--- src/rtl/ce_strobe_pkg.sv ---
// Shared state encoding and default widths for the CE/CLR strobe generator.
package ce_strobe_pkg;

    typedef enum logic [1:0] {
        IDLE,
        CLEAR,
        RUN,
        FIN
    } state_t;

    localparam int DIV_W_DEF  = 8;
    localparam int CNT_W_DEF  = 8;
    localparam int CONTINUOUS = 0;

endpackage

--- src/rtl/ce_div_counter.sv ---
// Reloadable down-counter that paces SP strobes; load beats enable.
module ce_div_counter
    import ce_strobe_pkg::*;
#(
    parameter int DIV_W = DIV_W_DEF
) (
    input  logic             i_clk,
    input  logic             i_rst,
    input  logic             i_load,
    input  logic             i_en,
    input  logic [DIV_W-1:0] i_val,
    output logic             o_zero
);

    logic [DIV_W-1:0] r_cnt;

    always_ff @(posedge i_clk) begin
        if (i_rst) begin
            r_cnt <= '0;
        end else if (i_load) begin
            r_cnt <= i_val;
        end else if (i_en) begin
            r_cnt <= r_cnt - DIV_W'(1);
        end
    end

    assign o_zero = (r_cnt == '0);

endmodule

--- src/rtl/ce_strobe_gen.sv ---
// Clock-enable / sync-clear strobe generator for enable/clear flop banks.
// CE_STROBE_SYNC_IN_EN adds 2-flop sync + edge detect on START/STOP.
module ce_strobe_gen
    import ce_strobe_pkg::*;
#(
    parameter int DIV_W = DIV_W_DEF,
    parameter int CNT_W = CNT_W_DEF
) (
    input  logic             CK,
    input  logic             CD,
    input  logic             START,
    input  logic             STOP,
    input  logic [DIV_W-1:0] DIV,
    input  logic [CNT_W-1:0] BURST_LEN,
    output logic             SP,
    output logic             CLR,
    output logic             BUSY,
    output logic             DONE,
    output logic [CNT_W-1:0] STROBE_CNT
);

    state_t           r_state;
    state_t           w_next;
    logic [DIV_W-1:0] r_div;
    logic [CNT_W-1:0] r_burst;
    logic [CNT_W-1:0] r_cnt;
    logic [CNT_W-1:0] w_cnt_inc;
    logic             r_sp;
    logic             r_clr;
    logic             r_busy;
    logic             r_done;
    logic             w_start;
    logic             w_stop;
    logic             w_zero;
    logic             w_sp;
    logic             w_accept;

`ifdef CE_STROBE_SYNC_IN_EN
    logic [2:0] r_start_sync;
    logic [2:0] r_stop_sync;
    logic       r_start_p;
    logic       r_stop_p;

    always_ff @(posedge CK) begin
        if (CD) begin
            r_start_sync <= '0;
            r_stop_sync  <= '0;
            r_start_p    <= 1'b0;
            r_stop_p     <= 1'b0;
        end else begin
            r_start_sync <= {r_start_sync[1:0], START};
            r_stop_sync  <= {r_stop_sync[1:0], STOP};
            r_start_p    <= r_start_sync[1] & ~r_start_sync[2];
            r_stop_p     <= r_stop_sync[1] & ~r_stop_sync[2];
        end
    end

    assign w_start = r_start_p;
    assign w_stop  = r_stop_p;
`else
    assign w_start = START;
    assign w_stop  = STOP;
`endif

    ce_div_counter #(
        .DIV_W (DIV_W)
    ) u_div (
        .i_clk  (CK),
        .i_rst  (CD),
        .i_load ((r_state == CLEAR) || ((r_state == RUN) && w_zero)),
        .i_en   (r_state == RUN),
        .i_val  (r_div),
        .o_zero (w_zero)
    );

    assign w_cnt_inc = r_cnt + CNT_W'(1);
    assign w_accept  = (r_state == IDLE) && w_start;

    // STOP outranks a strobe that falls due in the same cycle.
    always_comb begin
        w_next = r_state;
        w_sp   = 1'b0;
        unique case (r_state)
            IDLE: begin
                if (w_start) w_next = CLEAR;
            end
            CLEAR: begin
                w_next = RUN;
            end
            RUN: begin
                if (w_stop) begin
                    w_next = FIN;
                end else if (w_zero) begin
                    w_sp = 1'b1;
                    if ((r_burst != CNT_W'(CONTINUOUS)) &&
                        (w_cnt_inc == r_burst)) begin
                        w_next = FIN;
                    end
                end
            end
            FIN: begin
                w_next = IDLE;
            end
            default: begin
                w_next = IDLE;
            end
        endcase
    end

    always_ff @(posedge CK) begin
        if (CD) begin
            r_state <= IDLE;
            r_div   <= '0;
            r_burst <= '0;
            r_cnt   <= '0;
            r_sp    <= 1'b0;
            r_clr   <= 1'b0;
            r_busy  <= 1'b0;
            r_done  <= 1'b0;
        end else begin
            r_state <= w_next;
            r_sp    <= w_sp;
            r_clr   <= (r_state == CLEAR);
            r_busy  <= (r_state == CLEAR) || (r_state == RUN);
            r_done  <= (r_state == FIN);
            if (w_accept) begin
                r_div   <= DIV;
                r_burst <= BURST_LEN;
            end
            if (r_state == CLEAR) begin
                r_cnt <= '0;
            end else if (w_sp) begin
                r_cnt <= w_cnt_inc;
            end
        end
    end

    assign SP         = r_sp;
    assign CLR        = r_clr;
    assign BUSY       = r_busy;
    assign DONE       = r_done;
    assign STROBE_CNT = r_cnt;

endmodule
--- config.mk ---
export PLATFORM = sky130hd
export DESIGN_NAME = ce_strobe_gen
export DESIGN_NICKNAME = d
export VERILOG_FILES = /design/src/rtl/ce_strobe_pkg.sv /design/src/rtl/ce_div_counter.sv /design/src/rtl/ce_strobe_gen.sv
export SDC_FILE = /design/constraint.sdc
export NUM_CORES = 1
export LEC_CHECK = 0
export ABC_CLOCK_PERIOD_IN_PS = 2250
export CAP_MARGIN = 20
export CORE_ASPECT_RATIO = 0.9
export CORE_MARGIN = 2
export CORE_UTILIZATION = 45
export DETAILED_ROUTE_END_ITERATION = 8
export DONT_BUFFER_PORTS = 1
export HOLD_SLACK_MARGIN = 0.05
export SLEW_MARGIN = 25
export SYNTH_ARGS = -nofsm -noshare
export SYNTH_HDL_FRONTEND = slang
export SYNTH_SLANG_ARGS = --single-unit
--- constraint.sdc ---
create_clock -name CK -period 2.25 [get_ports CK]
set_input_delay 0.45 -clock CK [delete_from_list [all_inputs] [get_ports CK]]
set_output_delay 0.45 -clock CK [all_outputs]
set_load 0.05 [all_outputs]
==> flow_metrics.tcl, run 1 <==
set metrics [dict create \
    status "finished, final reports clean" \
    r2r-start "STROBE_CNT[0]" \
    clk_latency_ps 290 \
    cts_hold_buf 0 \
    dp_cells 289 \
    synth_cell_type_count 39 \
    h-tree-depth 2 \
    drcViolationCount 0 \
    cts_made_buffers 5 \
    r2r_end "r_state[1]" \
    hold_violations 0 \
    crit_type "reg2reg" \
    tns_ps 0 \
    vias 1603 \
    slew_headroom_pct 64.2 \
    critPathMaxStageDelay_ps 360 \
    yosysSeqAreaShare_pct 39.2 \
    grt_antenna_before_repair 0 \
    grt_overflow 0 \
    die_w_um 73.3 \
    worstMarginPinSlew_ps 538 \
    firstDrtPassIters 4 \
    min_from "CD" \
    clk_pin_slew_ps 70 \
    area.growth.synth_to_final_pct 11.6 \
    powerDensity_nw_per_um2 1230 \
    synthCells 240 \
    cts_sinks 38 \
    post-route-min-period_ps 2030 \
    end_kind "register" \
    fin_nets 276 \
    clock_path_buffers 2 \
    crit_chain "ha_1 > xor2_1 > a211oi_1 > o311ai_0 > nor3_1 > a41oi_2 > mux2_2" \
    syn_nets 268 \
    final_core_util_pct 52.9 \
    floorplan.rows 22 \
    dieArea_um2 4860 \
    routed_wirelength_um 4230 \
    hold-path-cell-count 1 \
    grt_max_degree 32 \
    timing.final.max_slew_violations 0 \
    rsz0062_at_grt "false" \
    required_ps 2440 \
    max-cap-violations 0 \
    post_dp_cell_area_um2 2050 \
    netlist_area_um2 1940 \
    wl_per_cell_um 14.3 \
    start_kind "register" \
    period_share_pct 90.0 \
    fmax_mhz 494 \
    start_util_pct 47.4 \
    cts-root-buf "clkbuf_8" \
    peakVddDrop_mv 0.591 \
    yosys_warnings 0 \
    final_layout_size_suffix_gt1_share_pct 10.9 \
    hp-class "in2reg" \
    syn_avg_cell_area_um2 8.10 \
    slowest_stage "dfxtp_2" \
    grt_usage_pct 19.6 \
    gp_congestion 0.862 \
    grt_pass1_wl_um 7250 \
    dr.first_iter.drc_count 60 \
    vias_per_cell 5.42 \
    grt_pass1_vias 1501 \
    worst-path-max-fanout 7 \
    final_cells 296 \
    final-setup-viol-count 0 \
    p_leak_nw 0.837 \
    pin_count 32 \
    worst-r2r-cell-count 7 \
    diodes 0 \
    final_area_um2 2170 \
    r2r_setup_slack_ps 220 \
    skew_ps 5.81 \
    antenna_left 0 \
    core_um2 4100 \
    cts_tree "done" \
    synth-seq-cells 38 \
    numPortBuffers 0 \
    die_h_um 66.3 \
    crit_arrival_ps 2210 \
    whs_ps 219 \
    min_to "r_div[3]" \
    hpwl_um 3060 \
]
[registers in the layout, summed over array words and instances, names as in the netlist]
name	cells
u_div.r_cnt	8
r_burst	8
STROBE_CNT	8
CLR	1
r_div	8
r_state	2
DONE	1
BUSY	1
SP	1
[final cells by class]
class | instances | area, um2
Clock buffer | 6 | 82.6
Clock inverter | 1 | 30.0
Fill cell | 405 | 1930
Inverter | 10 | 37.5
Multi-Input combinational cell | 182 | 1110
Sequential cell | 38 | 763
Tap cell | 48 | 60.1
Timing Repair Buffer | 11 | 82.6
[per-layer routing]
layer / track usage, % / part of all wire, %
met1: 29.3 / 56
met2: 25.9 / 38
met3: 6.71 / 5.4
met4: 5.56 / 1.3
met5: 0 / 0
[synth_stat cells (all sizes together)]
cell | n | area share [%]
nand2 | 49 | 9.5
dfxtp | 38 | 39
a21oi | 26 | 6.7
nor2 | 16 | 3.1
o21ai | 12 | 3.1
inv | 10 | 1.9
ha | 8 | 5.2
clkbuf | 7 | 1.4
nor2b | 7 | 2.3
xor2 | 7 | 3.2
xnor2 | 6 | 2.7
a211oi | 5 | 1.9
nand3 | 5 | 1.5
nor4 | 5 | 2.4
nand2b | 4 | 1.3
nand4 | 4 | 1.3
buf | 3 | 0.71
nor3b | 3 | 1.7
a221oi | 2 | 0.90
a22oi | 2 | 0.77
a31oi | 2 | 0.64
a41oi | 2 | 0.90
and3 | 2 | 0.64
mux2 | 2 | 1.2
mux2i | 2 | 1.0
nor3 | 2 | 0.52
a211o | 1 | 0.45
a41o | 1 | 0.52
and2 | 1 | 0.32
nand3b | 1 | 0.39
o211ai | 1 | 0.39
o311ai | 1 | 0.45
or2 | 1 | 0.32
or3b | 1 | 0.45
xor3 | 1 | 1.2
[worst max-delay path by stage]
stage	startpoint	depth (start not counted)	slack (ps)	endpoint
after floorplan	STROBE_CNT[6]	7	130	r_state[1]
after global placement	STROBE_CNT[0]	7	300	r_state[1]
after detailed placement	STROBE_CNT[0]	7	230	r_state[1]
after CTS	STROBE_CNT[0]	7	200	r_state[1]
after global routing	STROBE_CNT[0]	7	20	r_state[1]
final	STROBE_CNT[0]	7	220	r_state[1]
[power by group]
part,internal [mW],switching [mW]
Combinational,0.440,0.632
Clock,0.355,0.240
Sequential,0.812,0.178
Total,1.61,1.05
[cell usage in the layout, fill, tap and decap left out, types with 2 or more instances in the layout]
| master | Yosys | routed |
|---|---|---|
| nand2_1 | 49 | 49 |
| dfxtp_1 | 38 | 36 |
| a21oi_1 | 26 | 26 |
| nor2_1 | 16 | 16 |
| o21ai_0 | 12 | 12 |
| buf_4 | 0 | 11 |
| inv_1 | 10 | 10 |
| ha_1 | 8 | 8 |
| nor2b_1 | 7 | 7 |
| xor2_1 | 7 | 7 |
| xnor2_1 | 6 | 6 |
| clkbuf_8 | 0 | 6 |
| a211oi_1 | 5 | 5 |
| nand2b_1 | 4 | 4 |
| nand3_1 | 4 | 4 |
| nor4_1 | 4 | 4 |
| nand4_1 | 4 | 4 |
| dfxtp_2 | 0 | 2 |
| and3_1 | 2 | 2 |
| a31oi_1 | 2 | 2 |
| nor3_1 | 2 | 2 |
| mux2_2 | 2 | 2 |
| nor3b_1 | 2 | 2 |
| a221oi_1 | 2 | 2 |
| mux2i_1 | 2 | 2 |
| a22oi_1 | 2 | 2 |
[through the flow]
stage / power [mW] / worst slack, ps
2_1_floorplan: 1.82 / 135
3_3_place_gp: 2.05 / 295
3_5_place_dp: 2.06 / 225
4_1_cts: 2.66 / 201
5_1_grt: 2.89 / 19.5
6_report: 2.66 / 224
[what timing repair did]
| item | CTS | global route |
|---|---|---|
| setup buffers | 0 | 0 |
| setup endpoints to repair | 0 | 1 |
| gates resized for setup | 0 | 1 |
[critical path, delay by kind of cell (launching register included)]
family,cells,cell delay [ps]
AOI/OAI and AO/OA,3,560
xor gates and xnor gates,1,170
adders and majority gates,1,330
DFF,1,360
muxes,1,290
and+or+nand+nor,1,200
[cells by family (layout without fill, tap and decap cells)]
kind of cell               Yosys count  count (layout)  synth area share (%)
and+or+nand+nor                    101             101                  25.7
AOI/OAI and AO/OA                   55              55                  16.7
buffers and inverters               20              28                  3.99
DFF                                 38              38                  39.2
adders and majority gates            8               8                  5.15
muxes                                4               4                  2.19
xor gates and xnor gates            14              14                  7.08
Note: power is estimated with default switching activity, not from simulation.
==> run 2: changes to the inputs <==
--- a/config.mk
+++ b/config.mk
@@ -5,7 +5,7 @@
 export SDC_FILE = /design/constraint.sdc
 export NUM_CORES = 1
 export LEC_CHECK = 0
-export ABC_CLOCK_PERIOD_IN_PS = 2250
+export ABC_CLOCK_PERIOD_IN_PS = 2500
 export CAP_MARGIN = 20
 export CORE_ASPECT_RATIO = 0.9
 export CORE_MARGIN = 2
==> constraint.sdc (replaced) <==
create_clock -name CK -period 2.5 [get_ports CK]
set_input_delay 0.5 -clock CK [delete_from_list [all_inputs] [get_ports CK]]
set_output_delay 0.5 -clock CK [all_outputs]
set_load 0.05 [all_outputs]
==> flow_metrics.tcl, run 2 (synthesis gave the netlist of run 1 again) <==
set metrics [dict create \
    clk_pin_slew_ps 70 \
    hold_violations 0 \
    status "finished, final reports clean" \
    final_layout_size_suffix_gt1_share_pct 9.35 \
    end_kind "register" \
    final-setup-viol-count 0 \
    cts-root-buf "clkbuf_8" \
    required_ps 2680 \
    routed_wirelength_um 3990 \
    cp_num_buf_inv 0 \
    powerDensity_nw_per_um2 1060 \
    dieArea_um2 4860 \
    grt_overflow 0 \
    vias_per_cell 5.46 \
    cts_setup_buffers 0 \
    final_cells 294 \
    hpwl_um 2900 \
    crit_chain "ha_1 > xor2_1 > a211oi_1 > o311ai_0 > nor3_1 > a41oi_1 > mux2_2" \
    multiInputGateArea_um2 1110 \
    numPortBuffers 0 \
    post-route-min-period_ps 2100 \
    start_util_pct 47.4 \
    fin_nets 273 \
    gp_congestion 0.887 \
    core_um2 4100 \
    grt_antenna_before_repair 0 \
    h-tree-depth 2 \
    clock_path_buffers 2 \
    layout_common_cells "nand2_1, dfxtp_1, a21oi_1, nor2_1, o21ai_0" \
    cts_sinks 38 \
    critPathMaxStageDelay_ps 450 \
    grt_pass1_wl_um 6870 \
    p_leak_nw 0.811 \
    drcViolationCount 0 \
    start_kind "register" \
    worstMarginPinSlew_ps 568 \
    peakVddDrop_mv 0.620 \
    worst-r2r-cell-count 7 \
    timing.final.max_slew_violations 0 \
    hp-class "in2reg" \
    cts-resized-gates 0 \
    tns_ps 0 \
    floorplan.rows 22 \
    crit_family "compound AO/OA/AOI/OAI gates" \
    grt_max_degree 32 \
    die_h_um 66.3 \
    slowest_stage "dfxtp_1" \
    vias 1606 \
    worst-path-max-fanout 7 \
    hold-path-cell-count 1 \
    layout_commonest_cell "nand2_1" \
    firstDrtPassIters 4 \
    pin_count 32 \
    area.growth.synth_to_final_pct 9.40 \
    fmax_mhz 477 \
    dp_cells 286 \
    skew_ps 5.39 \
    cts_tree "done" \
    rsz0062_at_grt "false" \
    diodes 0 \
    max-cap-violations 0 \
    cts_hold_buf 0 \
    crit_arrival_ps 2280 \
    crit_cells 7 \
    grt_usage_pct 18.4 \
    cts_made_buffers 5 \
    slew_headroom_pct 62.1 \
    wl_per_cell_um 13.6 \
    crit_type "reg2reg" \
    period_share_pct 83.9 \
    register_area_um2 761 \
    dr.first_iter.drc_count 47 \
    fill_cells 410 \
    die_w_um 73.3 \
    clk_latency_ps 290 \
    antenna_left 0 \
    grt_pass1_vias 1498 \
]
==> run 2: changes by cell type in the layout (fill, tap and decap cells not counted), sizes merged <==
| cell | previous run | this run |
|---|---|---|
| bufinv | 1 | 0 |
| clkinv | 0 | 1 |
| clkinvlp | 0 | 1 |
| buf | 11 | 8 |
==> run 2: cell type report <==
class                           count  share of cell area [%]
Clock buffer                        6                    3.88
Clock inverter                      2                   0.589
Inverter                           10                    1.77
Multi-Input combinational cell    182                    52.3
Sequential cell                    38                    35.8
Tap cell                           48                    2.83
Timing Repair Buffer                8                    2.83
==> run 2: layer usage <==
| layer | vias up | routed length (um) | global-route usage [%] |
|---|---|---|---|
| met5 | - | 0 | 0 |
| met4 | 0 | 53 | 6.94 |
| met3 | 5 | 292 | 5.64 |
| met2 | 47 | 1550 | 25.1 |
| met1 | 722 | 2100 | 26.5 |
| li1 | 832 | - | - |
==> run 2: final timing paths <==
path	start	to	slack, ps
worst max-delay path	STROBE_CNT[0]	r_state[1]	400
worst min-delay path	CD	SP	270
worst max register to register	STROBE_CNT[0]	r_state[1]	400
worst min register to register	r_div[3]	r_div[3]	450
==> run 2: where the power goes <==
part	internal, mW	switching, mW
sequential	0.731	0.152
clock	0.222	0.219
combinational	0.367	0.571
==> run 2: metrics by stage <==
stage / total power [mW] / worst slack, ps / util (%) / hold WS [ps] / instance area (um2)
floorplan: 1.64 / 220 / - / 433 / 1940
global placement: 1.80 / 483 / 49.3 / 437 / 2020
detailed placement: 1.81 / 425 / 49.3 / 440 / 2020
CTS: 2.26 / 407 / 51.6 / 260 / 2120
global route: 2.46 / 188 / 51.8 / 258 / 2130
finish: 2.26 / 404 / 51.8 / 272 / 2130
==> run 3: changes to the inputs <==
--- a/config.mk
+++ b/config.mk
@@ -5,7 +5,7 @@
 export SDC_FILE = /design/constraint.sdc
 export NUM_CORES = 1
 export LEC_CHECK = 0
-export ABC_CLOCK_PERIOD_IN_PS = 2500
+export ABC_CLOCK_PERIOD_IN_PS = 1900
 export CAP_MARGIN = 20
 export CORE_ASPECT_RATIO = 0.9
 export CORE_MARGIN = 2
==> constraint.sdc (replaced) <==
create_clock -name CK -period 1.9 [get_ports CK]
set_input_delay 0.38 -clock CK [delete_from_list [all_inputs] [get_ports CK]]
set_output_delay 0.38 -clock CK [all_outputs]
set_load 0.05 [all_outputs]
==> flow_metrics.tcl, run 3 (synthesis gave the netlist of run 1 again) <==
set metrics [dict create \
    clkPwrFrac_pct 20.3 \
    timing.final.max_slew_violations 0 \
    die_w_um 73.3 \
    hp-class "in2reg" \
    vias_per_cell 5.39 \
    period_share_pct 95.9 \
    core_um2 4100 \
    worst-path-max-fanout 5 \
    p_seq_share_pct 35.8 \
    grt_pass1_vias 1487 \
    multiInputGateArea_um2 1130 \
    diodes 0 \
    layout_common_cells "nand2_1, dfxtp_1, a21oi_1, buf_4, nor2_1" \
    start_kind "register" \
    vias 1677 \
    crit_chain "ha_4 > and3_1 > or3b_1 > a21oi_1 > a41oi_2 > mux2_2" \
    hold_violations 0 \
    crit_type "reg2reg" \
    cts_made_buffers 5 \
    slew_headroom_pct 65.2 \
    r2r_end "r_state[1]" \
    r2r-start "STROBE_CNT[0]" \
    cts_tree "done" \
    firstDrtPassIters 4 \
    powerDensity_nw_per_um2 1380 \
    skew_ps 6.41 \
    area.growth.synth_to_final_pct 19.1 \
    layout_commonest_cell "nand2_1" \
    floorplan.rows 22 \
    rsz0062_at_grt "true" \
    final_cells 311 \
    r2r_setup_slack_ps 80 \
    critPathMaxStageDelay_ps 370 \
    die_h_um 66.3 \
    dieArea_um2 4860 \
    register_area_um2 781 \
    antenna_left 0 \
    grt_max_degree 32 \
    hpwl_um 3140 \
    final_layout_size_suffix_gt1_share_pct 20.5 \
    cts_sinks 38 \
    post-route-min-period_ps 1820 \
    swShare_pct 39.2 \
    crit_cells 6 \
    drcViolationCount 0 \
    pin_count 32 \
    fin_nets 291 \
    cts-root-buf "clkbuf_8" \
    clock_path_buffers 2 \
    status "finished, final reports clean" \
    endpoint "r_state[1]" \
    pwr-share-comb_pct 43.9 \
    end_kind "register" \
    numPortBuffers 0 \
    dr.first_iter.drc_count 62 \
    crit_arrival_ps 2010 \
    worst-r2r-cell-count 6 \
    cp-startpoint "STROBE_CNT[0]" \
    clk_latency_ps 300 \
    crit_family "simple AND/OR/NAND/NOR gates" \
    max-cap-violations 0 \
    final_area_um2 2310 \
    whs_ps 146 \
    power.internal_mw 1.95 \
    dp_cells 302 \
    slowest_stage "dfxtp_4" \
    grt_usage_pct 19.3 \
    peakVddDrop_mv 0.845 \
    cp_num_buf_inv 0 \
    gp_congestion 0.830 \
    grt_overflow 0 \
    grt_pass1_wl_um 7150 \
    fill_cells 384 \
    p_leak_nw 0.914 \
    post_dp_cell_area_um2 2170 \
    final_core_util_pct 56.4 \
    power.switching_mw 1.26 \
    worstMarginPinSlew_ps 522 \
    start_util_pct 47.4 \
    final-setup-viol-count 0 \
    h-tree-depth 2 \
    wl_per_cell_um 13.6 \
    routed_wirelength_um 4230 \
    clk_pin_slew_ps 70 \
    required_ps 2090 \
    grt_antenna_before_repair 0 \
    fmax_mhz 549 \
]
-- run 3: changes by cell type in the layout (fill, tap and decap cells not counted), moves of 3 or more --
cell     delta
dfxtp_1    -10
dfxtp_4     +3
dfxtp_2     +7
buf_4      +18
-- run 3: worst min path at each step --
stage                                end  slack (ps)      from  cells past startpoint
after global placement          r_div[6]         440  r_div[6]                      2
after floorplan                 r_div[3]         430  r_div[3]                      2
after CTS                 u_div.r_cnt[5]         140        CD                      1
after global routing      u_div.r_cnt[4]         140        CD                      1
final                     u_div.r_cnt[5]         150        CD                      1
after detailed placement        r_div[6]         450  r_div[6]                      2
-- run 3: layer usage --
metal	GRT usage, %	vias to the layer above	part of all wire (%)
met1	28.7	741	52
met3	4.88	10	6.7
met5	0	-	0
li1	-	876	-
met4	8.33	0	1.9
met2	25.8	50	39
-- run 3: power groups by stage --
stage               Sequential, mW  Combinational [mW]  Clock [mW]
finish                        1.15                1.41       0.651
CTS                           1.15                1.35       0.670
floorplan                     1.15                1.01           0
detailed placement            1.16                1.35           0
global placement              1.16                1.34           0
global route                  1.16                1.62       0.695
-- run 3: through the flow --
step	power, mW	setup WS, ps	TNS [ps]
6_report	3.20	77.8	0
3_3_place_gp	2.50	66.6	0
5_1_grt	3.48	-51.4	-91.9
3_5_place_dp	2.51	2.83	0
4_1_cts	3.17	7.17	0
2_1_floorplan	2.16	5.85	0
-- run 3: area by class of cell --
| class | instances | share of cell area (%) |
|---|---|---|
| Multi-Input combinational cell | 182 | 49.0 |
| Sequential cell | 38 | 33.7 |
| Timing Repair Buffer | 26 | 8.43 |
| Clock buffer | 7 | 4.65 |
| Tap cell | 48 | 2.59 |
| Inverter | 10 | 1.62 |
-- run 3: worst reg2reg max path: cells and delay by family (launching register included) --
family,cells,cell delay (ps)
adder cells (fa/ha/maj),1,150
flip-flops,1,370
AND/OR/NAND/NOR,2,590
multiplexers,1,290
AO/OA/AOI/OAI,2,330
-- run 3: timing repair --
action,4_1_cts,5_1_grt
endpoints found under the setup margin,1,4
pin swaps,1,4
buffers inserted,0,2
hold buffers,0,0
resized for setup,1,6
